<file path="config.mk">
export PLATFORM = sky130hd
export DESIGN_NAME = ball_pixel_renderer_flat
export DESIGN_NICKNAME = d
export VERILOG_FILES = /design/src/rtl/ball_pixel_if.sv /design/src/rtl/ball_pixel_renderer.sv /design/src/flat_wrapper.sv
export SDC_FILE = /design/constraint.sdc
export NUM_CORES = 1
export LEC_CHECK = 0
export CAP_MARGIN = 20
export CORE_MARGIN = 2
export CORE_UTILIZATION = 64
export CTS_CLUSTER_SIZE = 28
export DETAILED_ROUTE_END_ITERATION = 10
export HOLD_SLACK_MARGIN = 0.15
export PLACE_DENSITY = 0.89
export SLEW_MARGIN = 5
export SYNTH_ARGS = -nofsm -noshare
export SYNTH_HDL_FRONTEND = slang
export SYNTH_SLANG_ARGS = --single-unit
</file>
<file path="constraint.sdc">
create_clock -name Clk -period 11.1 [get_ports Clk]
set_input_delay 2.22 -clock Clk [delete_from_list [all_inputs] [get_ports Clk]]
set_output_delay 2.22 -clock Clk [all_outputs]
set_load 0.03 [all_outputs]
</file>
<file path="src/rtl/ball_pixel_if.sv">
// Ball position and VGA pixel stream bundle between the source side and the ball renderer.
// The source drives sync, ball coordinates and pixel positions; the renderer returns flags and area.
interface ball_pixel_if;
    logic        VGA_VS;
    logic [9:0]  BallX;
    logic [9:0]  BallY;
    logic [9:0]  BallS;
    logic [9:0]  DrawX;
    logic [9:0]  DrawY;
    logic        pix_valid;
    logic        ball_on;
    logic        ball_rim;
    logic        pix_valid_o;
    logic [17:0] ball_area;

    modport master (
        output VGA_VS, BallX, BallY, BallS, DrawX, DrawY, pix_valid,
        input  ball_on, ball_rim, pix_valid_o, ball_area
    );

    modport slave (
        input  VGA_VS, BallX, BallY, BallS, DrawX, DrawY, pix_valid,
        output ball_on, ball_rim, pix_valid_o, ball_area
    );
endinterface

</file>
<file path="src/rtl/ball_pixel_renderer.sv">
// Two-stage pixel pipeline producing ball/rim flags against a ball position latched once per frame,
// plus a saturating count of ball pixels reported for the previous frame.
module ball_pixel_renderer #(
    parameter int RIM_W = 2,
    parameter int RST_X = 320,
    parameter int RST_Y = 240,
    parameter int RST_S = 10
) (
    input  logic         Clk,
    input  logic         Reset,
    ball_pixel_if.slave  bus
);

    localparam logic [9:0]  L_RST_X = 10'(RST_X);
    localparam logic [9:0]  L_RST_Y = 10'(RST_Y);
    localparam logic [9:0]  L_RST_S = 10'(RST_S);
    localparam logic [9:0]  L_RIM_W = 10'(RIM_W);
    localparam logic [17:0] L_ACC_MAX = 18'h3FFFF;

    logic               r_vs_d;
    logic [9:0]         r_bx;
    logic [9:0]         r_by;
    logic [9:0]         r_bs;
    logic signed [10:0] r_dx;
    logic signed [10:0] r_dy;
    logic [9:0]         r_s1;
    logic               r_v1;
    logic               r_ball_on;
    logic               r_ball_rim;
    logic               r_pix_valid_o;
    logic [17:0]        r_area;
    logic [17:0]        r_acc;

    logic               w_frame_start;
    logic signed [21:0] w_dx_ext;
    logic signed [21:0] w_dy_ext;
    logic signed [21:0] w_dx_sq;
    logic signed [21:0] w_dy_sq;
    logic [21:0]        w_d2;
    logic [19:0]        w_s_ext;
    logic [19:0]        w_s_sq;
    logic [19:0]        w_in_ext;
    logic [19:0]        w_in_sq;
    logic               w_on_next;
    logic               w_rim_next;

    // Falling edge of active-low vsync marks the start of a new frame
    assign w_frame_start = r_vs_d & ~bus.VGA_VS;

    // Stage-2 squared distance and inside/rim decisions
    always_comb begin
        w_dx_ext   = {{11{r_dx[10]}}, r_dx};
        w_dy_ext   = {{11{r_dy[10]}}, r_dy};
        w_dx_sq    = w_dx_ext * w_dx_ext;
        w_dy_sq    = w_dy_ext * w_dy_ext;
        w_d2       = $unsigned(w_dx_sq) + $unsigned(w_dy_sq);
        w_s_ext    = {10'd0, r_s1};
        w_s_sq     = w_s_ext * w_s_ext;
        w_in_ext   = {10'd0, r_s1 - L_RIM_W};
        w_in_sq    = w_in_ext * w_in_ext;
        w_on_next  = r_v1 & (r_s1 != 10'd0) & (w_d2 <= {2'b00, w_s_sq});
        // A radius no wider than the rim is rim all the way through
        if (r_s1 <= L_RIM_W) begin
            w_rim_next = w_on_next;
        end else begin
            w_rim_next = w_on_next & (w_d2 > {2'b00, w_in_sq});
        end
    end

    // Frame latch, two-stage pixel pipeline and area accumulation
    always_ff @(posedge Clk) begin
        if (Reset) begin
            r_vs_d        <= 1'b1;
            r_bx          <= L_RST_X;
            r_by          <= L_RST_Y;
            r_bs          <= L_RST_S;
            r_dx          <= 11'sd0;
            r_dy          <= 11'sd0;
            r_s1          <= 10'd0;
            r_v1          <= 1'b0;
            r_ball_on     <= 1'b0;
            r_ball_rim    <= 1'b0;
            r_pix_valid_o <= 1'b0;
            r_area        <= 18'd0;
            r_acc         <= 18'd0;
        end else begin
            r_vs_d <= bus.VGA_VS;
            // A ball pixel leaving the pipe on the frame edge belongs to the new frame
            if (w_frame_start) begin
                r_bx   <= bus.BallX;
                r_by   <= bus.BallY;
                r_bs   <= bus.BallS;
                r_area <= r_acc;
                r_acc  <= r_ball_on ? 18'd1 : 18'd0;
            end else if (r_ball_on && (r_acc != L_ACC_MAX)) begin
                r_acc  <= r_acc + 18'd1;
            end
            r_dx          <= $signed({1'b0, bus.DrawX}) - $signed({1'b0, r_bx});
            r_dy          <= $signed({1'b0, bus.DrawY}) - $signed({1'b0, r_by});
            r_s1          <= r_bs;
            r_v1          <= bus.pix_valid;
            r_ball_on     <= w_on_next;
            r_ball_rim    <= w_rim_next;
            r_pix_valid_o <= r_v1;
        end
    end

    assign bus.ball_on     = r_ball_on;
    assign bus.ball_rim    = r_ball_rim;
    assign bus.pix_valid_o = r_pix_valid_o;
    assign bus.ball_area   = r_area;

endmodule

</file>
<file path="src/flat_wrapper.sv">
// flat-port wrapper written by rule: the top's interface ports become plain ports
module ball_pixel_renderer_flat 
#(
    parameter int RIM_W = 2,
    parameter int RST_X = 320,
    parameter int RST_Y = 240,
    parameter int RST_S = 10
)
  (Clk, Reset, bus_VGA_VS, bus_BallX, bus_BallY, bus_BallS, bus_DrawX, bus_DrawY, bus_pix_valid, bus_ball_on, bus_ball_rim, bus_pix_valid_o, bus_ball_area);
  ball_pixel_if bus_i ();
  input  logic Clk;
  input  logic Reset;
  input wire logic [$bits(bus_i.VGA_VS)-1:0] bus_VGA_VS;
  input wire logic [$bits(bus_i.BallX)-1:0] bus_BallX;
  input wire logic [$bits(bus_i.BallY)-1:0] bus_BallY;
  input wire logic [$bits(bus_i.BallS)-1:0] bus_BallS;
  input wire logic [$bits(bus_i.DrawX)-1:0] bus_DrawX;
  input wire logic [$bits(bus_i.DrawY)-1:0] bus_DrawY;
  input wire logic [$bits(bus_i.pix_valid)-1:0] bus_pix_valid;
  output wire logic [$bits(bus_i.ball_on)-1:0] bus_ball_on;
  output wire logic [$bits(bus_i.ball_rim)-1:0] bus_ball_rim;
  output wire logic [$bits(bus_i.pix_valid_o)-1:0] bus_pix_valid_o;
  output wire logic [$bits(bus_i.ball_area)-1:0] bus_ball_area;
  assign bus_i.VGA_VS = bus_VGA_VS;
  assign bus_i.BallX = bus_BallX;
  assign bus_i.BallY = bus_BallY;
  assign bus_i.BallS = bus_BallS;
  assign bus_i.DrawX = bus_DrawX;
  assign bus_i.DrawY = bus_DrawY;
  assign bus_i.pix_valid = bus_pix_valid;
  assign bus_ball_on = bus_i.ball_on;
  assign bus_ball_rim = bus_i.ball_rim;
  assign bus_pix_valid_o = bus_i.pix_valid_o;
  assign bus_ball_area = bus_i.ball_area;
  ball_pixel_renderer #(.RIM_W(RIM_W), .RST_X(RST_X), .RST_Y(RST_Y), .RST_S(RST_S)) u_core (.Clk(Clk), .Reset(Reset), .bus(bus_i));
endmodule
</file>
==> out/qor.csv, run 1 <==
stage;metric;value;unit
run_status;status;finished, final reports clean;
sta;timing_hold_violations_final;0;
sta;slew_violations;0;
sta;finalSetupViolations;0;
clock_tree;postCtsSetupBuffers;0;
clock_tree;root_buffer;clkbuf_16;
setup_path;cp.required;11.39;ns
clock_tree;htreeDepth;3;
logic_synthesis;synth_top_area_frac;0.3460;
die;die_y;177.0;um
logic_synthesis;synth-edff-count;0;
finish;diodes;0;
global_routing;grt_overflow;0;
global_routing;grt_pass1_wl;75.84;mm
logic_synthesis;yosysMostFrequentCell;inv_1;
setup_path;cpPeakStageDelay;0.77;ns
finish;drive_gt1_frac;0.02216;
clock_tree;cts.sinks;103;
logic_synthesis;ys_warn_count;0;
finish;nFillCells;2042;
detailed_routing;drtIter0Drc;728;
hold_path;hold_path.class;flop to flop;
sta;max_freq;114.9;MHz
die;die_area;31330;um^2
die;ios;75;
job;drv_cap;0;
detailed_routing;wire_per_inst;17.11;um
finish;seq_area;2062;um^2
setup_path;end_kind;flop;
sta;fin_tns_setup;0;ns
finish;finalNetCount;2836;
die;placementRows;63;
clock_tree;clkLatencyLatePin;0.36;ns
setup_path;path_max_fanout;21;
placed_design;gp_congestion;0.9167;
clock_tree;path_clk_slew;0.08;ns
global_routing;grt_pass1_vias;16310;
detailed_routing;wirelength;44.51;mm
logic_synthesis;synthTopCellsByCount;508 x inv_1, 331 x fa_1, 245 x ha_1;
logic_synthesis;syn_inst;2172;
die;die_x;177.0;um
clock_tree;cts_tree;yes;
detailed_routing;via_count;14630;
setup_path;worstPathArrival;9.00;ns
finish;area_growth;7.251;%
logic_synthesis;netlist.top_cell.by_area;fa_1;
logic_synthesis;ys_ff_latch;103;
clock_tree;cts_buffers;9;
logic_synthesis;syn_nets;2802;
placed_design;numPortBuffers;74;
detailed_routing;drc;0;
setup_path;cp_num_buf_inv;5;
sta;timing.slew.headroom;0.3097;
die;start_util;0.6480;
clock_tree;cts_hold_buf;0;
logic_synthesis;syn_area;19150;um^2
finish;multiInputGateArea;14960;um^2
logic_synthesis;synth-async-reset-ratio;0;
global_routing;antenna_found_initial;0;
logic_synthesis;avgSynthCellArea;8.818;um^2
clock_tree;cts_buffer_depth;2;
sta;post-route-period-util;0.7842;
clock_tree;post_cts_resize_count;0;
logic_synthesis;ys_top_cells_by_area;fa_1 35%, ha_1 16%, dfxtp_1 11%, inv_1 10%, nand2_1 4.3%;
placed_design;hpwl;36.81;mm
setup_path;crit_family;adder cells;
detailed_routing;vias_per_cell;5.626;
setup_path;cpMostUsedCell;fa_1;
logic_synthesis;ys_seq_area_frac;0.1077;
setup_path;start_kind;flop;
logic_synthesis;netlist-cell-type-count;65;
detailed_routing;postRouteAntennaNets;0;
detailed_routing;dr.pass1.iters;7;
global_routing;track_usage;0.3043;
logic_synthesis;synth_ff_type;dfxtp_1;
sta;min_period;8.704;ns
global_routing;grt_max_degree;86;
sta;skew;0.01177;ns
sta;worstMarginPinSlew;1.035;ns
setup_path;path_class;flop to flop;
sta;rsz0062_at_grt;no;
setup_path;worst_path_max_delay_cell;dfxtp_1;
die;core;29560;um^2
layout make-up:
| type | count | area share |
|---|---|---|
| repair buffers | 82 | 0.03874 |
| well taps | 390 | 0.02375 |
| clock buffers | 9 | 0.01096 |
| multi-input cells | 1499 | 0.7282 |
| inverters | 511 | 0.09337 |
| clock inverters | 7 | 0.004629 |
| flip-flops and latches | 103 | 0.1004 |
worst register-to-register path: stages (launching register included):
cell,delay (ns)
dfxtp_1,0.77
nand2_1,0.35
fa_1,0.68
inv_1,0.07
fa_1,0.58
inv_1,0.23
fa_1,0.55
inv_1,0.06
fa_1,0.51
fa_1,0.58
fa_1,0.58
inv_1,0.06
fa_1,0.53
inv_1,0.04
ha_1,0.19
or3_1,0.41
or2_2,0.29
o221ai_1,0.29
xnor2_1,0.22
ha_1,0.31
a211oi_1,0.19
o21ai_0,0.15
a2111oi_0,0.36
o311ai_0,0.19
a221oi_2,0.25
a21boi_1,0.18
routing by layer:
metal | GRT usage | part of all wire | vias up
li1 | - | - | 6748
met1 | 0.3501 | 0.37 | 7142
met2 | 0.5472 | 0.51 | 578
met3 | 0.05004 | 0.065 | 164
met4 | 0.1505 | 0.048 | 0
met5 | 0 | 0 | -
worst paths after layout:
path | slack (ns) | end | start | depth (start not counted)
worst max-delay path | 2.40 | u_core.bus.ball_rim | u_core.r_dx[10] | 25
worst min-delay path | 0.45 | u_core.r_bs[5] | u_core.r_bs[5] | 2
worst max register to register | 2.40 | u_core.bus.ball_rim | u_core.r_dx[10] | 25
worst min register to register | 0.45 | u_core.r_bs[5] | u_core.r_bs[5] | 2
sequential cells by signal, summed over array words and instances (netlist names):
register and cells:
u_core.r_dx 11, u_core.r_bs 10, u_core.bus.ball_on 1, u_core.bus.pix_valid_o 1, u_core.bus.ball_rim 1, u_core.r_v1 1, u_core.r_s1 10, u_core.r_dy 11
u_core.r_by 10, u_core.r_bx 10, u_core.r_acc 18, u_core.r_vs_d 1, u_core.bus.ball_area 18
stage by stage:
step,setup WS (ns),cells,util,area [um^2],hold WS [ns]
after global routing,1.937,2601,0.6949,20540,0.4738
after global placement,2.991,2585,0.6841,20220,0.4379
after floorplan,3.454,2172,-,19150,0.4298
final,2.396,2601,0.6949,20540,0.4541
after CTS,2.509,2601,0.6949,20540,0.4565
after detailed placement,2.603,2585,0.6841,20220,0.4430
layout by cell type (no fill, tap or decap), types with 4 or more instances in the layout:
cell type        netlist  final
a211o_1                7      7
o211ai_1               6      6
a21boi_0               8      8
nor2b_1               43     42
xnor2_1               65     65
a21o_1                20     20
clkdlybuf4s50_1        0     73
dfxtp_1              103    103
nor2_1               118    118
a211oi_1              11     11
o21ai_0               39     39
nand2b_1              26     26
a21oi_1               83     83
nor3b_1                4      4
clkbuf_16              0      9
nand2_1              217    217
fa_1                 331    331
nor3_1                29     29
xor2_1                39     39
nand3_1               25     25
or3_1                  9      9
nand4_1               15     15
nand3b_1               6      6
o31ai_1                5      5
or2_2                  9      9
buf_4                  0      8
and2_1                64     64
ha_1                 245    245
inv_1                508    508
o21a_1                15     15
o21ai_1                7      7
mux2i_1                4      4
cell families (layout without fill, tap and decap cells):
logic type | Yosys count | after routing | share of synthesized area
and+or+nand+nor | 578 | 578 | 0.1431
adders and majority gates | 576 | 576 | 0.5060
buffers and inverters | 570 | 609 | 0.1118
AOI/OAI and AO/OA | 235 | 235 | 0.08061
xor gates and xnor gates | 104 | 104 | 0.04756
DFF | 103 | 103 | 0.1077
muxes | 6 | 6 | 0.003266
Power of run 1 is left out: the tool's default activity adds up to more than one toggle a clock period on the data nets, which glitch-free logic cannot reach.
==> run 2, diff against run 1 <==
Clock period 11.1 ns to 8.13 ns, I/O delays scaled along.
==> out/qor.csv, run 2 (synthesis results as in run 1) <==
stage;metric;value;unit;change
sta;post-route-period-util;0.9632;;+0.1791
placed_design;hpwl;36.80;mm;about the same
clock_tree;cts_buffers;9;;unchanged
placed_design;gp_congestion;0.9325;;+1.7%
setup_path;cpPeakStageDelay;0.71;ns;-0.06 ns
setup_path;worstPathArrival;8.12;ns;-0.88 ns
sta;worstMarginPinSlew;0.8157;ns;-0.2198 ns
global_routing;grt_max_degree;50;;-42%
detailed_routing;wire_per_inst;16.79;um;-1.9%
finish;drive_gt1_frac;0.04758;;+0.02541
sta;timing.hold.ws;0.4509;ns;-0.003171 ns
die;die_x;177.0;um;unchanged
placed_design;numPortBuffers;74;;unchanged
setup_path;worstRegToRegCells;26;;+4.0%
die;die_area;31330;um^2;unchanged
setup_path;cpMostUsedCell;fa_1;;
finish;layout_common_cells;506 x inv_1, 331 x fa_1, 245 x ha_1;;
setup_path;worst_path_max_delay_cell;fa_1;;
setup_path;start_kind;flop;;
global_routing;grt_overflow;0;;unchanged
clock_tree;path_clk_slew;0.08;ns;about the same
hold_path;hold_path.class;flop to flop;;
setup_path;rr_startpoint;u_core.r_dx[10];;
detailed_routing;vias_per_cell;5.608;;-0.31%
clock_tree;root_buffer;clkbuf_16;;
detailed_routing;via_count;14800;;+1.1%
global_routing;track_usage;0.3013;;-0.002942
finish;finalNetCount;2874;;+1.3%
hold_path;worstHoldPathCells;2;;unchanged
sta;min_period;7.831;ns;-0.8731 ns
clock_tree;clkLatencyLatePin;0.36;ns;about the same
sta;timing.slew.headroom;0.4421;;+0.1325
clock_tree;cts_buffer_depth;2;;unchanged
global_routing;grt_pass1_wl;75.62;mm;-0.29%
sta;slew_violations;0;;unchanged
setup_path;rr_endpoint;u_core.bus.ball_rim;;
die;die_y;177.0;um;unchanged
detailed_routing;wirelength;44.31;mm;-0.45%
finish;diodes;0;;unchanged
die;core;29560;um^2;unchanged
finish;area_growth;8.989;%;
die;ios;75;;unchanged
clock_tree;htreeDepth;3;;unchanged
sta;finalSetupViolations;0;;unchanged
clock_tree;cts.sinks;103;;unchanged
detailed_routing;dr.pass1.iters;5;;-2
finish;final_common_cell;inv_1;;
die;placementRows;63;;unchanged
detailed_routing;drc;0;;unchanged
setup_path;path_max_fanout;12;;-43%
hold_path;min_to;u_core.r_bs[6];;
finish;finalNonFillerCells;2639;;+1.5%
detailed_routing;postRouteAntennaNets;0;;unchanged
setup_path;reg2reg_slack;0.30;ns;-2.10 ns
sta;timing_hold_violations_final;0;;unchanged
sta;skew;0.01083;ns;-0.0009310 ns
setup_path;end_kind;flop;;
global_routing;antenna_found_initial;0;;unchanged
detailed_routing;drtIter0Drc;912;;+25%
setup_path;cp.required;8.42;ns;-2.97 ns
job;drv_cap;0;;unchanged
global_routing;grt_pass1_vias;16420;;+0.66%
placed_design;placed_cells;2616;;+1.2%
clock_tree;cts_tree;yes;;
run_status;status;finished, final reports clean;;
setup_path;path_class;flop to flop;;
hold_path;hold_path_startpoint;u_core.r_bs[6];;
die;start_util;0.6480;;unchanged
sta;max_freq;127.7;MHz;+11%
-- run 2: cell types whose count changed in the layout (fill, tap and decap cells not counted), moves of 3 or more --
cell | before | now
buf_4 | 8 | 46
dfxtp_1 | 103 | 91
dfxtp_2 | 0 | 9
dfxtp_4 | 0 | 3
-- run 2: layer usage --
| metal | part of all wire | GRT usage |
|---|---|---|
| met5 | 0 | 0 |
| met2 | 0.52 | 0.5587 |
| met3 | 0.059 | 0.03673 |
| met1 | 0.38 | 0.3565 |
| met4 | 0.039 | 0.1102 |
-- run 2: final cells by class --
class                      count  area [um^2]
tap                          390        488.0
clock inverter                 7        91.34
inverter                     511         1926
fill                        2067         8685
timing repair buffer         120         1081
sequential                   103         2085
multi-input combinational   1499        14980
clock buffer                   9        225.2
-- run 2: what timing repair did --
item,CTS,global route
hold buffers,0,0
gates cloned,0,0
resized for setup,2,22
setup buffers,0,7
endpoints found under the setup margin,1,2
pin swaps,0,4
-- run 2: how the worst max path moves through the flow --
stage / from / to / slack (ns) / cells after the start
finish: u_core.r_dx[10] / u_core.bus.ball_rim / 0.30 / 26
floorplan: u_core.r_dy[10] / u_core.bus.ball_rim / 0.48 / 26
global route: u_core.r_dx[1] / u_core.bus.ball_rim / -0.08 / 27
CTS: u_core.r_dx[3] / u_core.bus.ball_rim / 0.01 / 27
detailed placement: u_core.r_dx[7] / u_core.bus.ball_rim / 0.008 / 27
global placement: u_core.r_dx[7] / u_core.bus.ball_rim / 0.30 / 27
-- run 2: critical path: cells and delay by family, from the launching register on --
kind / cells / cell delay [ns]
adder cells (fa/ha/maj): 9 / 4.29
AO/OA/AOI/OAI: 7 / 1.52
AND/OR/NAND/NOR: 3 / 0.81
buffers and inverters: 6 / 0.63
flip-flops: 1 / 0.37
XOR/XNOR: 1 / 0.15
-- run 2: through the flow --
| stage | instance area (um^2) | utilization | TNS [ns] | worst slack [ns] |
|---|---|---|---|---|
| 2_1_floorplan | 19150 | - | 0 | 0.4835 |
| 3_3_place_gp | 20450 | 0.6920 | 0 | 0.2953 |
| 3_5_place_dp | 20450 | 0.6920 | 0 | 0.008305 |
| 4_1_cts | 20770 | 0.7028 | 0 | 0.009780 |
| 5_1_grt | 20880 | 0.7062 | -0.08326 | -0.08326 |
| 6_report | 20880 | 0.7062 | 0 | 0.2988 |
Power of run 2 is left out for the same reason.
